===== src/rtl/audio_pkg.sv =====
// rtl/audio_pkg.sv - shared types and helpers for the audio tuning blocks
package audio_pkg;

  typedef enum logic {SEEK, MEASURE} state_t;

  localparam int PHASESIZE_DEFAULT = 16;
  // Edges from a period-closing crossing to the freq/valid update.
  localparam int DIV_LATENCY = PHASESIZE_DEFAULT + 2;

  function automatic int unsigned mid_scale(input int unsigned bits);
    return 32'd1 << (bits - 1);
  endfunction

endpackage


===== src/rtl/recip_divider.sv =====
// rtl/recip_divider.sv - restoring divider computing 2^PHASESIZE / divisor, one bit per edge
module recip_divider #(
  parameter int PHASESIZE = 16,
  parameter int CNTSIZE   = 16
) (
  input  logic                 lrclk,
  input  logic                 reset,
  input  logic                 start,
  input  logic                 abort,
  input  logic [CNTSIZE-1:0]   divisor,
  output logic                 busy,
  output logic                 done,
  output logic [PHASESIZE-1:0] quotient
);

  localparam int BW = $clog2(PHASESIZE + 1);

  logic [BW-1:0]      bitn;
  logic [CNTSIZE-1:0] div_r;
  logic [CNTSIZE-1:0] rem;
  logic [PHASESIZE:0] num;
  logic [PHASESIZE:0] quo;
  logic [CNTSIZE:0]   rem_sh;
  logic [CNTSIZE-1:0] trial;
  logic               fits;

  // The remainder stays below the divisor, so modular CNTSIZE-bit subtraction is exact.
  always_comb begin
    rem_sh = {rem, num[PHASESIZE]};
    fits   = rem_sh >= {1'b0, div_r};
    trial  = rem_sh[CNTSIZE-1:0] - div_r;
  end

  assign quotient = quo[PHASESIZE] ? '1 : quo[PHASESIZE-1:0];

  always_ff @(posedge lrclk or posedge reset) begin
    if (reset) begin
      busy  <= 1'b0;
      done  <= 1'b0;
      bitn  <= '0;
      div_r <= '0;
      rem   <= '0;
      num   <= '0;
      quo   <= '0;
    end else if (abort) begin
      busy <= 1'b0;
      done <= 1'b0;
    end else begin
      done <= 1'b0;
      if (start) begin
        div_r <= divisor;
        rem   <= '0;
        num   <= {1'b1, {PHASESIZE{1'b0}}};
        quo   <= '0;
        bitn  <= BW'(PHASESIZE);
        busy  <= 1'b1;
      end else if (busy) begin
        num <= {num[PHASESIZE-1:0], 1'b0};
        rem <= fits ? trial : rem_sh[CNTSIZE-1:0];
        quo <= {quo[PHASESIZE-1:0], fits};
        if (bitn == '0) begin
          busy <= 1'b0;
          done <= 1'b1;
        end else begin
          bitn <= bitn - 1'b1;
        end
      end
    end
  end

endmodule


===== src/rtl/frequency_estimator.sv =====
// rtl/frequency_estimator.sv - pitch tracker reporting the input fundamental as a phase increment
module frequency_estimator
  import audio_pkg::*;
#(
  parameter int BITSIZE   = 24,
  parameter int PHASESIZE = 16,
  parameter int CNTSIZE   = 16,
  parameter int HYST      = 256
) (
  input  logic                 lrclk,
  input  logic                 reset,
  input  logic                 enable,
  input  logic [BITSIZE-1:0]   in,
  output logic [PHASESIZE-1:0] freq,
  output logic                 valid,
  output logic                 locked,
  output logic                 overflow
);

  localparam logic [BITSIZE-1:0] HI_TH   = BITSIZE'(mid_scale(BITSIZE) + HYST);
  localparam logic [BITSIZE-1:0] LO_TH   = BITSIZE'(mid_scale(BITSIZE) - HYST);
  localparam logic [CNTSIZE-1:0] CNT_MAX = '1;

  state_t               state;
  logic                 high;
  logic [CNTSIZE-1:0]   cnt;
  logic [CNTSIZE-1:0]   pend;
  logic                 pend_valid;
  logic                 inflight;
  logic                 crossing, period_new, idle;
  logic                 launch_pend, launch_direct, div_start;
  logic [CNTSIZE-1:0]   div_divisor;
  logic                 div_busy, div_done;
  logic [PHASESIZE-1:0] div_quotient;

  assign crossing      = !high && (in >= HI_TH);
  assign period_new    = crossing && (state == MEASURE);
  assign idle          = !inflight && !div_busy;
  // A waiting period always launches before a freshly measured one.
  assign launch_pend   = pend_valid && idle;
  assign launch_direct = period_new && idle && !pend_valid;
  assign div_start     = enable && (launch_pend || launch_direct);
  assign div_divisor   = launch_pend ? pend : cnt;

  recip_divider #(.PHASESIZE(PHASESIZE), .CNTSIZE(CNTSIZE)) u_div (
    .lrclk    (lrclk),
    .reset    (reset),
    .start    (div_start),
    .abort    (!enable),
    .divisor  (div_divisor),
    .busy     (div_busy),
    .done     (div_done),
    .quotient (div_quotient)
  );

  always_ff @(posedge lrclk or posedge reset) begin
    if (reset) begin
      state      <= SEEK;
      high       <= 1'b0;
      cnt        <= '0;
      pend       <= '0;
      pend_valid <= 1'b0;
      inflight   <= 1'b0;
      freq       <= '0;
      valid      <= 1'b0;
      locked     <= 1'b0;
      overflow   <= 1'b0;
    end else if (!enable) begin
      state      <= SEEK;
      high       <= 1'b0;
      cnt        <= '0;
      pend       <= '0;
      pend_valid <= 1'b0;
      inflight   <= 1'b0;
      freq       <= '0;
      valid      <= 1'b0;
      locked     <= 1'b0;
      overflow   <= 1'b0;
    end else begin
      valid    <= 1'b0;
      overflow <= 1'b0;
      high     <= crossing ? 1'b1 : (high && (in < LO_TH)) ? 1'b0 : high;

      if (crossing)
        cnt <= CNTSIZE'(1);
      else if (cnt != CNT_MAX)
        cnt <= cnt + 1'b1;

      case (state)
        SEEK:    if (crossing) state <= MEASURE;
        MEASURE: if (!crossing && cnt == CNT_MAX) begin
          overflow <= 1'b1;
          locked   <= 1'b0;
          state    <= SEEK;
        end
        default: state <= SEEK;
      endcase

      if (period_new && !launch_direct) begin
        pend       <= cnt;
        pend_valid <= 1'b1;
      end else if (launch_pend) begin
        pend_valid <= 1'b0;
      end

      if (div_start)
        inflight <= 1'b1;
      else if (div_done)
        inflight <= 1'b0;

      if (div_done) begin
        freq   <= div_quotient;
        valid  <= 1'b1;
        locked <= 1'b1;
      end
    end
  end

endmodule

===== config.mk =====
export PLATFORM = sky130hd
export DESIGN_NAME = frequency_estimator
export DESIGN_NICKNAME = d
export VERILOG_FILES = /design/src/rtl/audio_pkg.sv /design/src/rtl/recip_divider.sv /design/src/rtl/frequency_estimator.sv
export SDC_FILE = /design/constraint.sdc
export NUM_CORES = 1
export LEC_CHECK = 0
export ABC_AREA = 1
export CORE_UTILIZATION = 50
export CTS_CLUSTER_SIZE = 10
export DETAILED_ROUTE_END_ITERATION = 6
export GPL_TIMING_DRIVEN = 0
export PLACE_DENSITY = 0.69
export SLEW_MARGIN = 20
export SYNTH_ARGS = -nofsm -noshare
export SYNTH_HDL_FRONTEND = slang
export SYNTH_HIERARCHICAL = 1
export SYNTH_SLANG_ARGS = --single-unit

===== constraint.sdc =====
create_clock -name lrclk -period 2.7 [get_ports lrclk]
set_clock_uncertainty 0.1 [all_clocks]
set_input_delay 0.81 -clock lrclk [delete_from_list [all_inputs] [get_ports lrclk]]
set_output_delay 0.81 -clock lrclk [all_outputs]
set_load 0.02 [all_outputs]

==> metrics.yaml <==
finish:
  area_delta_synth_final_pct: 17.0
  drive_gt1_share_pct: 10.3
  fillers: 1202
  layout_common_cells: "271 x nand2_1, 120 x inv_1, 112 x dfrtp_1"
  final_common_cell: "nand2_1"
  finalNetCount: 966
  num_antenna_cells: 0
sta:
  relSlewSlack_pct: 52.7
  finalSetupTns_ps: 0
  setup_viol_count_final: 0
  hold_viol_final: 0
  slew_viol_final: 0
  timing.final.crit_share_pct: 96.5
  max_freq_mhz: 384
  finalWorstPathRequiredPeriod_ps: 2600
  tightest_slew_ps: 710
critical_path:
  rr_worst_depth: 11
  crit_family: "buffers and inverters"
  cp-start-kind: "input port"
  worst_path_max_delay_cell: "clkdlybuf4s50_1"
  path_max_fanout: 8
  cp.arrival_ps: 2760
  cp.depth: 18
  worstPathRequired_ps: 2850
  path_buf_inv: 8
  crit_path_end_kind: "flop"
  crit_path_frequent_cell: "nand2_1"
  crit_chain: "clkdlybuf4s50_1 > inv_1 > nand2_1 > nor2_1 > nand2_2 > nand2_8 > nor2_4 > o21ai_2 > inv_2 > inv_4 > nor2_4 > inv_2 > nand2_4 > buf_8 > clkinv_8 > clkbuf_16 > nand2_1 > nand2_1"
  cpPeakStageDelay_ps: 480
  path_class: "in -> reg"
power_and_ir_drop:
  p_sw_share_pct: 37.7
  pwr-share-seq_pct: 39.3
  p_sw_mw: 1.96
  leakage_nw: 4.09
  power.density_nw_per_um2: 686
  internal_power_mw: 3.24
  max-vdd-ir-drop_uv: 479
  total_power_mw: 5.19
  p_clk_share_pct: 26.1
  combPwrFrac_pct: 34.5
logic_synthesis:
  syn_area_per_cell_um2: 7.50
  synth_warnings: 6
  ys_seq_area_share_pct: 43.3
  ys_seq_elements: 112
  synth_flop_cell: "dfrtp_1"
  ys_async_sr_fraction_pct: 100
  syn_area_um2: 6470
  syn-num-nets: 910
  ys_types: 40
  netlist_instances: 863
  synth_edf_count: 0
clock_network:
  clkTransAtPathRegs_ps: 80
  clock_path_buffers: 2
  cts_buffers: 9
  clockRootBuffer: "clkbuf_16"
  cts_tree: "done"
  cts_num_sinks: 112
  htree_levels: 3
  clk_latency_ps: 360
  ctsHoldBuffers: 0
route:
  antenna_left: 0
  drc_errors: 0
  wl_per_cell_um: 14.1
  first_pass_iters: 5
  routed_via_density: 5.06
  routed_wirelength_mm: 15.4
  drt-initial-drc-count: 301
  route.vias.total: 5545
floorplanning:
  rows: 41
  dieWidth_um: 116
  start_util_pct: 51.3
  die_area_um2: 13400
  design.core.area_um2: 12600
  fp.dieH_um: 116
  io_pins: 46
flow_run:
  cap_violations: 0
place:
  dp_hpwl_mm: 11.3
  gp_routability_congestion: 0.876
  place.port_buffers: 36
grt:
  grt_max_degree: 58
  overflow: 0
  grt_pass1_wl_mm: 25.3
  first_global_vias: 5154
  antenna_found_initial: 0
  grt_util_all_layers_pct: 24.5
min_path:
  worstHoldPathType: "reg -> reg"
  min_path_cells: 2
status:
  status: "finished, final reports clean"
[state kept, by name (all words and copies together) (netlist names)]
name         cells
cnt             16
freq            16
high             1
inflight         1
locked           1
overflow         1
pend            16
pend_valid       1
state            1
u_div/bitn       5
u_div/busy       1
u_div/div_r     16
u_div/done       1
u_div/num        1
u_div/quo       17
u_div/rem       16
valid            1
[cell usage after synthesis (all sizes together), types with 14 or more instances]
master,n,area [um^2]
dfrtp,112,2800
a21oi,25,125
ha,19,238
nand2,283,1090
nand4,14,103
o22ai,16,100
buf,16,123
inv,129,484
a22o,16,140
o21ai,43,241
nand3,76,403
nor2,68,305
[stage by stage]
stage	worst slack, ps	std cells	instance area (um^2)	hold slack [ps]	util [%]
after floorplan	6.10	863	6470	334	-
after global placement	-927	1071	7050	363	55.8
after detailed placement	-955	1071	7050	370	55.9
after CTS	19.3	1089	7420	380	58.8
after global routing	-13.2	1096	7570	411	60.0
final	95.6	1096	7570	392	60.0
[power by group through the flow]
stage	clock [mW]	combinational (mW)	sequential, mW
after floorplan	0	1.37	2.05
after global placement	0	1.73	2.07
after detailed placement	0	1.75	2.07
after CTS	1.39	1.77	2.04
after global routing	1.45	2.05	2.07
final	1.36	1.79	2.04
[path summary, 6_finish.rpt]
check	slack, ps	to	startpoint
max reg2reg	600	u_div/rem[7]	u_div/rem[4]
max in group asynchronous	1110	cnt[15]	reset
min reg2reg	390	locked	locked
max	100	u_div/rem[8]	in[22]
min	390	locked	locked
min in group asynchronous	880	freq[1]	reset
[cell families after synthesis]
family | share of synthesized area [%]
fa+ha+maj | 3.98
buf+inv | 10.1
simple gates | 32.2
flops | 43.3
compound gates | 9.49
mux | 0.174
xor+xnor | 0.812
[final cells by class]
type                    instances  area (um^2)  share of cell area [%]
clock buffers                   9          225                    2.97
well taps                     172          215                    2.84
multi-input cells             594         3080                    40.7
flip-flops and latches        112         2800                    37.0
clock inverters                 7         85.1                    1.12
plain buffers                  25          174                    2.30
repair buffers                 46          480                    6.34
inverters                     131          512                    6.76
[metal layers]
metal / track usage (%) / routed length (um) / part of all wire, %
met5: 0 / 0 / 0
met4: 5.13 / 131 / 0.85
met3: 4.08 / 644 / 4.2
met2: 39.3 / 7200 / 47
met1: 35.0 / 7450 / 48
[timing repair]
| item | 4_1_cts | 5_1_grt |
|---|---|---|
| gates cloned | 0 | 1 |
| pin swaps | 3 | 8 |
| buffers inserted | 3 | 6 |
| setup endpoints to repair | 56 | 30 |
| resized for setup | 14 | 27 |
[worst min-delay path, cell delays in order (launching register included)]
cell and delay [ps]:
dfrtp_1 360, nand2_1 60, nand2_1 50
(Power assumes the default switching activity.)
